`src/rtl/arm_fetch_queue.sv`:
```
// Instruction-fetch front end: PC generator plus in-order prefetch queue with redirect flush.
// Optional FETCH_PERF_EN adds saturating redirect / dropped-response / stall counters.
module arm_fetch_queue #(
    parameter int unsigned       ADDR_W   = 64,
    parameter int unsigned       INSN_W   = 32,
    parameter int unsigned       DEPTH    = 4,
    parameter logic [ADDR_W-1:0] RESET_PC = '0
) (
    input  logic              CLOCK,
    input  logic              RESET,
    output logic              imem_req,
    output logic [ADDR_W-1:0] imem_addr,
    input  logic              imem_ready,
    input  logic              imem_rvalid,
    input  logic [INSN_W-1:0] imem_rdata,
    output logic              out_valid,
    input  logic              out_ready,
    output logic [ADDR_W-1:0] out_pc,
    output logic [INSN_W-1:0] out_insn,
    input  logic              redirect_valid,
    input  logic [ADDR_W-1:0] redirect_pc,
`ifdef FETCH_PERF_EN
    output logic [31:0]       perf_redirects,
    output logic [31:0]       perf_dropped,
    output logic [31:0]       perf_stall,
`endif
    output logic              protocol_err
);

    localparam int unsigned PTR_W = (DEPTH > 1) ? $clog2(DEPTH) : 1;
    localparam int unsigned CNT_W = $clog2(DEPTH + 1);

    typedef enum logic [1:0] {
        SLOT_FREE,
        SLOT_RESERVED,
        SLOT_FILLED
    } slot_t;

    slot_t             slot_st   [DEPTH];
    logic [ADDR_W-1:0] slot_pc   [DEPTH];
    logic [INSN_W-1:0] slot_insn [DEPTH];

    logic [ADDR_W-1:0] fetch_pc;
    logic [PTR_W-1:0]  rd_ptr;
    logic [PTR_W-1:0]  wr_ptr;
    logic [PTR_W-1:0]  fill_ptr;
    logic [CNT_W-1:0]  cnt;       // reserved + filled slots
    logic [CNT_W-1:0]  res_cnt;   // reserved, still awaiting data
    logic [CNT_W-1:0]  drop_cnt;  // stale responses still to discard

    logic issue;
    logic pop;
    logic fill;
    logic drop;
    logic stray;
    logic unused_redirect_lsb;

    assign unused_redirect_lsb = ^redirect_pc[1:0];

    assign imem_req  = !RESET && !redirect_valid && (cnt < CNT_W'(DEPTH)) && (drop_cnt == '0);
    assign imem_addr = fetch_pc;

    assign out_valid = (slot_st[rd_ptr] == SLOT_FILLED);
    assign out_pc    = slot_pc[rd_ptr];
    assign out_insn  = slot_insn[rd_ptr];

    assign issue = imem_req && imem_ready;
    assign pop   = out_valid && out_ready;
    assign drop  = imem_rvalid && (drop_cnt != '0);
    assign fill  = imem_rvalid && (drop_cnt == '0) && (res_cnt != '0);
    assign stray = imem_rvalid && (drop_cnt == '0) && (res_cnt == '0);

    // Queue state; redirect overrides issue/fill/pop but still accounts for the in-flight response.
    always_ff @(posedge CLOCK or posedge RESET) begin
        if (RESET) begin
            fetch_pc     <= RESET_PC;
            rd_ptr       <= '0;
            wr_ptr       <= '0;
            fill_ptr     <= '0;
            cnt          <= '0;
            res_cnt      <= '0;
            drop_cnt     <= '0;
            protocol_err <= 1'b0;
            for (int unsigned i = 0; i < DEPTH; i++) begin
                slot_st[i]   <= SLOT_FREE;
                slot_pc[i]   <= '0;
                slot_insn[i] <= '0;
            end
        end else begin
            if (stray) begin
                protocol_err <= 1'b1;
            end
            if (redirect_valid) begin
                for (int unsigned i = 0; i < DEPTH; i++) begin
                    slot_st[i] <= SLOT_FREE;
                end
                rd_ptr   <= '0;
                wr_ptr   <= '0;
                fill_ptr <= '0;
                cnt      <= '0;
                res_cnt  <= '0;
                fetch_pc <= {redirect_pc[ADDR_W-1:2], 2'b00};
                drop_cnt <= drop_cnt + res_cnt - CNT_W'(drop || fill);
            end else begin
                if (issue) begin
                    slot_st[wr_ptr] <= SLOT_RESERVED;
                    slot_pc[wr_ptr] <= fetch_pc;
                    wr_ptr          <= wr_ptr + PTR_W'(1);
                    fetch_pc        <= fetch_pc + ADDR_W'(4);
                end
                if (fill) begin
                    slot_st[fill_ptr]   <= SLOT_FILLED;
                    slot_insn[fill_ptr] <= imem_rdata;
                    fill_ptr            <= fill_ptr + PTR_W'(1);
                end
                if (pop) begin
                    slot_st[rd_ptr] <= SLOT_FREE;
                    rd_ptr          <= rd_ptr + PTR_W'(1);
                end
                if (drop) begin
                    drop_cnt <= drop_cnt - CNT_W'(1);
                end
                cnt     <= cnt + CNT_W'(issue) - CNT_W'(pop);
                res_cnt <= res_cnt + CNT_W'(issue) - CNT_W'(fill);
            end
        end
    end

`ifdef FETCH_PERF_EN
    // Saturating performance counters.
    always_ff @(posedge CLOCK or posedge RESET) begin
        if (RESET) begin
            perf_redirects <= '0;
            perf_dropped   <= '0;
            perf_stall     <= '0;
        end else begin
            if (redirect_valid && (perf_redirects != '1)) begin
                perf_redirects <= perf_redirects + 32'd1;
            end
            if (drop && (perf_dropped != '1)) begin
                perf_dropped <= perf_dropped + 32'd1;
            end
            if (out_valid && !out_ready && (perf_stall != '1)) begin
                perf_stall <= perf_stall + 32'd1;
            end
        end
    end
`endif

endmodule

```
`config.mk`:
```
export PLATFORM = sky130hd
export DESIGN_NAME = arm_fetch_queue
export DESIGN_NICKNAME = d
export VERILOG_FILES = /design/src/rtl/arm_fetch_queue.sv
export SDC_FILE = /design/constraint.sdc
export NUM_CORES = 1
export LEC_CHECK = 0
export ABC_AREA = 1
export ABC_CLOCK_PERIOD_IN_PS = 28400
export CORE_MARGIN = 2
export CORE_UTILIZATION = 50
export CTS_CLUSTER_DIAMETER = 60
export DETAILED_ROUTE_END_ITERATION = 7
export PLACE_DENSITY = 0.73
export SLEW_MARGIN = 30
export SYNTH_ARGS = -nofsm -noshare
export SYNTH_HDL_FRONTEND = slang
export SYNTH_SLANG_ARGS = --single-unit
```
`constraint.sdc`:
```
create_clock -name CLOCK -period 28.4 [get_ports CLOCK]
set_clock_uncertainty 0.2 [all_clocks]
set_input_delay 2.84 -clock CLOCK [delete_from_list [all_inputs] [get_ports CLOCK]]
set_output_delay 2.84 -clock CLOCK [all_outputs]
set_load 0.01 [all_outputs]
```
==> flow_summary.toml <==
[yosys]
ys.flop_type = "dfrtp_1"
synth_cell_types = 29
synth.area.top_cells = "dfrtp_1 52%, nand2_1 14%, o21ai_0 13%"
async_reset_ff_share_pct = 100.0
synth.yosys.seq_area_share_pct = 52.49
synth.cell_area_sq_mm = 0.02203
ys_ff_latch = 462
synthCells = 2801
synth.avg_cell_area_sq_um = 7.864
synth_area_leader_cell = "dfrtp_1"
ys_warn_count = 0
yosysTopAreaCellShare_pct = 52.49
synth_edf_count = 0

[global_route]
grt_max_degree = 182
grt_pass1_vias = 19328
grt_overflow = 0
grt_use_total_pct = 29.46
grt_pass1_wl_um = 104900
antenna_found_initial = 0

[place]
portBuffers = 258
dp_hpwl_um = 44050
dpl-instance-area_sq_mm = 0.02487
gp_congestion = 0.9626
pre_cts_slack_ps = 20460

[layout]
diodes = 0
nNetsFinal = 3093
final_area_sq_mm = 0.02646
areaGrowthSynthToFinish_pct = 20.13
drive_above_1_share_pct = 3.701
final_common_cell = "nand2_1"
final_cell_mix = "809 x nand2_1, 586 x o21ai_0, 460 x dfrtp_1, 336 x nor2_1, 257 x clkdlybuf4s50_1"

[routing]
vias_per_cell = 5.622
vias = 20150
drt_pass1_iterations = 6
drc = 0
drtIter0Drc = 2106
drt-total-wl_um = 67580
ant_nets = 0
post_drt_wl_per_cell_um = 18.85

[worst_setup_path]
worstSetupPathType = "in -> out"
path_max_fanout = 7
crit_arrival_ps = 4870
worst_ep_required_time_ps = 25360
critical_path.startpoint_type = "input pin"
setup.worst_path.end_class = "primary output"

[timing]
final-setup-viol-count = 0
finalCritPeriodShare_pct = 27.85
relSlewSlack_pct = 35.05
final_hold_viol_count = 0
max_freq_mhz = 126.4
layout_min_cycle_time_ps = 7910
fin_ws_ps = 20490
grt_setup_unrepaired = "no"
report.final.slew_viol_count = 0
worst_pin_slew_ps = 974.3
tns_ps = 0

[clock_network]
cts_tree = "built"
cts-root-buf = "clkbuf_16"
h-tree-depth = 2
cts_setup_buffers = 0
cts_num_sinks = 462
cts_resized = 0
clkTransAtPathRegs_ps = 60
cts_buffers = 48
cts_max_path_buffers = 3
clk_latency_ps = 590
cts_hold_buf = 0

[floorplan]
dieArea_sq_mm = 0.04575
die_h_um = 213.9
die_w_um = 213.9
core_sq_mm = 0.04327
initial_core_util_pct = 50.91
io_pins = 265
rows = 76

[status]
outcome = "complete, no violations"

[power_and_ir_drop]
power.density_mw_per_mm2 = 64.94
p_leak_nw = 12.18
vdd_drop_max_mv = 0.05057

[job]
cap_violations = 0

[worst_hold_path]
hold_class = "reg -> reg"
## logic make-up (layout without fill, tap and decap cells)
| kind of cell | count (synthesis) | count (layout) | synth area share [%] |
|---|---|---|---|
| other | 1 | 4 | 0.01702 |
| adder cells (fa/ha/maj) | 25 | 25 | 1.522 |
| AND/OR/NAND/NOR | 1237 | 1237 | 21.77 |
| XOR/XNOR | 30 | 30 | 1.193 |
| flip-flops | 462 | 462 | 52.49 |
| buffers and inverters | 329 | 524 | 5.987 |
| AO/OA/AOI/OAI | 717 | 717 | 17.03 |
## critical path, stage by stage
cell	delay, ps
clkdlybuf4s50_1	560
nor4_4	790
clkdlybuf4s50_1	680
## per-stage QoR
step                      cells   power, W  utilization (%)  hold slack (ps)
after CTS                  3582   0.001726            61.03            270.8
final                      3584   0.001718            61.16            260.2
after global routing       3584   0.001796            61.16            292.0
after floorplan            2804  0.0009246                -            243.8
after detailed placement   3499   0.001105            57.48            257.0
after global placement     3499   0.001097            57.47            257.7
## worst paths after layout
check | from | end | slack, ps | depth (start not counted)
setup / recovery | RESET | imem_req | 20490 | 3
max in group asynchronous | RESET | imem_addr[48] | 23880 | 3
min in group asynchronous | RESET | protocol_err | 2600 | 2
setup reg to reg | rd_ptr[0] | cnt[2] | 24280 | 13
hold / removal | protocol_err | protocol_err | 260 | 1
hold reg to reg | protocol_err | protocol_err | 260 | 1
## cells in the mapped netlist, types with 15 or more instances
library cell and number:
nand2_1 811, o21ai_0 586, dfrtp_1 462, nor2_1 336
inv_1 160, clkbuf_1 122, o22ai_1 94, nand3_1 69
buf_2 28, xor2_1 26, ha_1 22, o211ai_1 16
nand4_1 15
## power breakdown
part	total, W	switching [W]	internal [W]	leakage [nW]
clock network	0.000621	0.000262	0.000360	0.752
registers	0.000761	0.0000464	0.000715	6.29
logic	0.000336	0.000177	0.000159	5.14
## layout make-up
class / count / area, sq um
clock buffers: 69 / 1401
clock inverters: 14 / 135.1
fillers: 3779 / 16800
inverters: 161 / 621.8
multi-input cells: 2013 / 9214
flip-flops and latches: 462 / 11570
well taps: 585 / 732.0
repair buffers: 280 / 2791
## state kept, by name, summed over array words and instances (netlist names)
| register | count |
|---|---|
| slot_st | 8 |
| slot_pc | 248 |
| protocol_err | 1 |
| imem_addr | 62 |
| drop_cnt | 3 |
| fill_ptr | 2 |
| rd_ptr | 2 |
| wr_ptr | 2 |
| res_cnt | 3 |
| cnt | 3 |
| slot_insn | 128 |
## metal layers
layer	routed length (um)	vias up	track usage, %	share of wire [%]
met5	0	-	0	0
met4	2409	0	10.87	3.6
met3	6259	159	7.337	9.3
met2	31330	928	46.66	46
met1	27580	9626	39.39	41
li1	-	9437	-	-
Note: power is estimated with default switching activity, not from simulation.
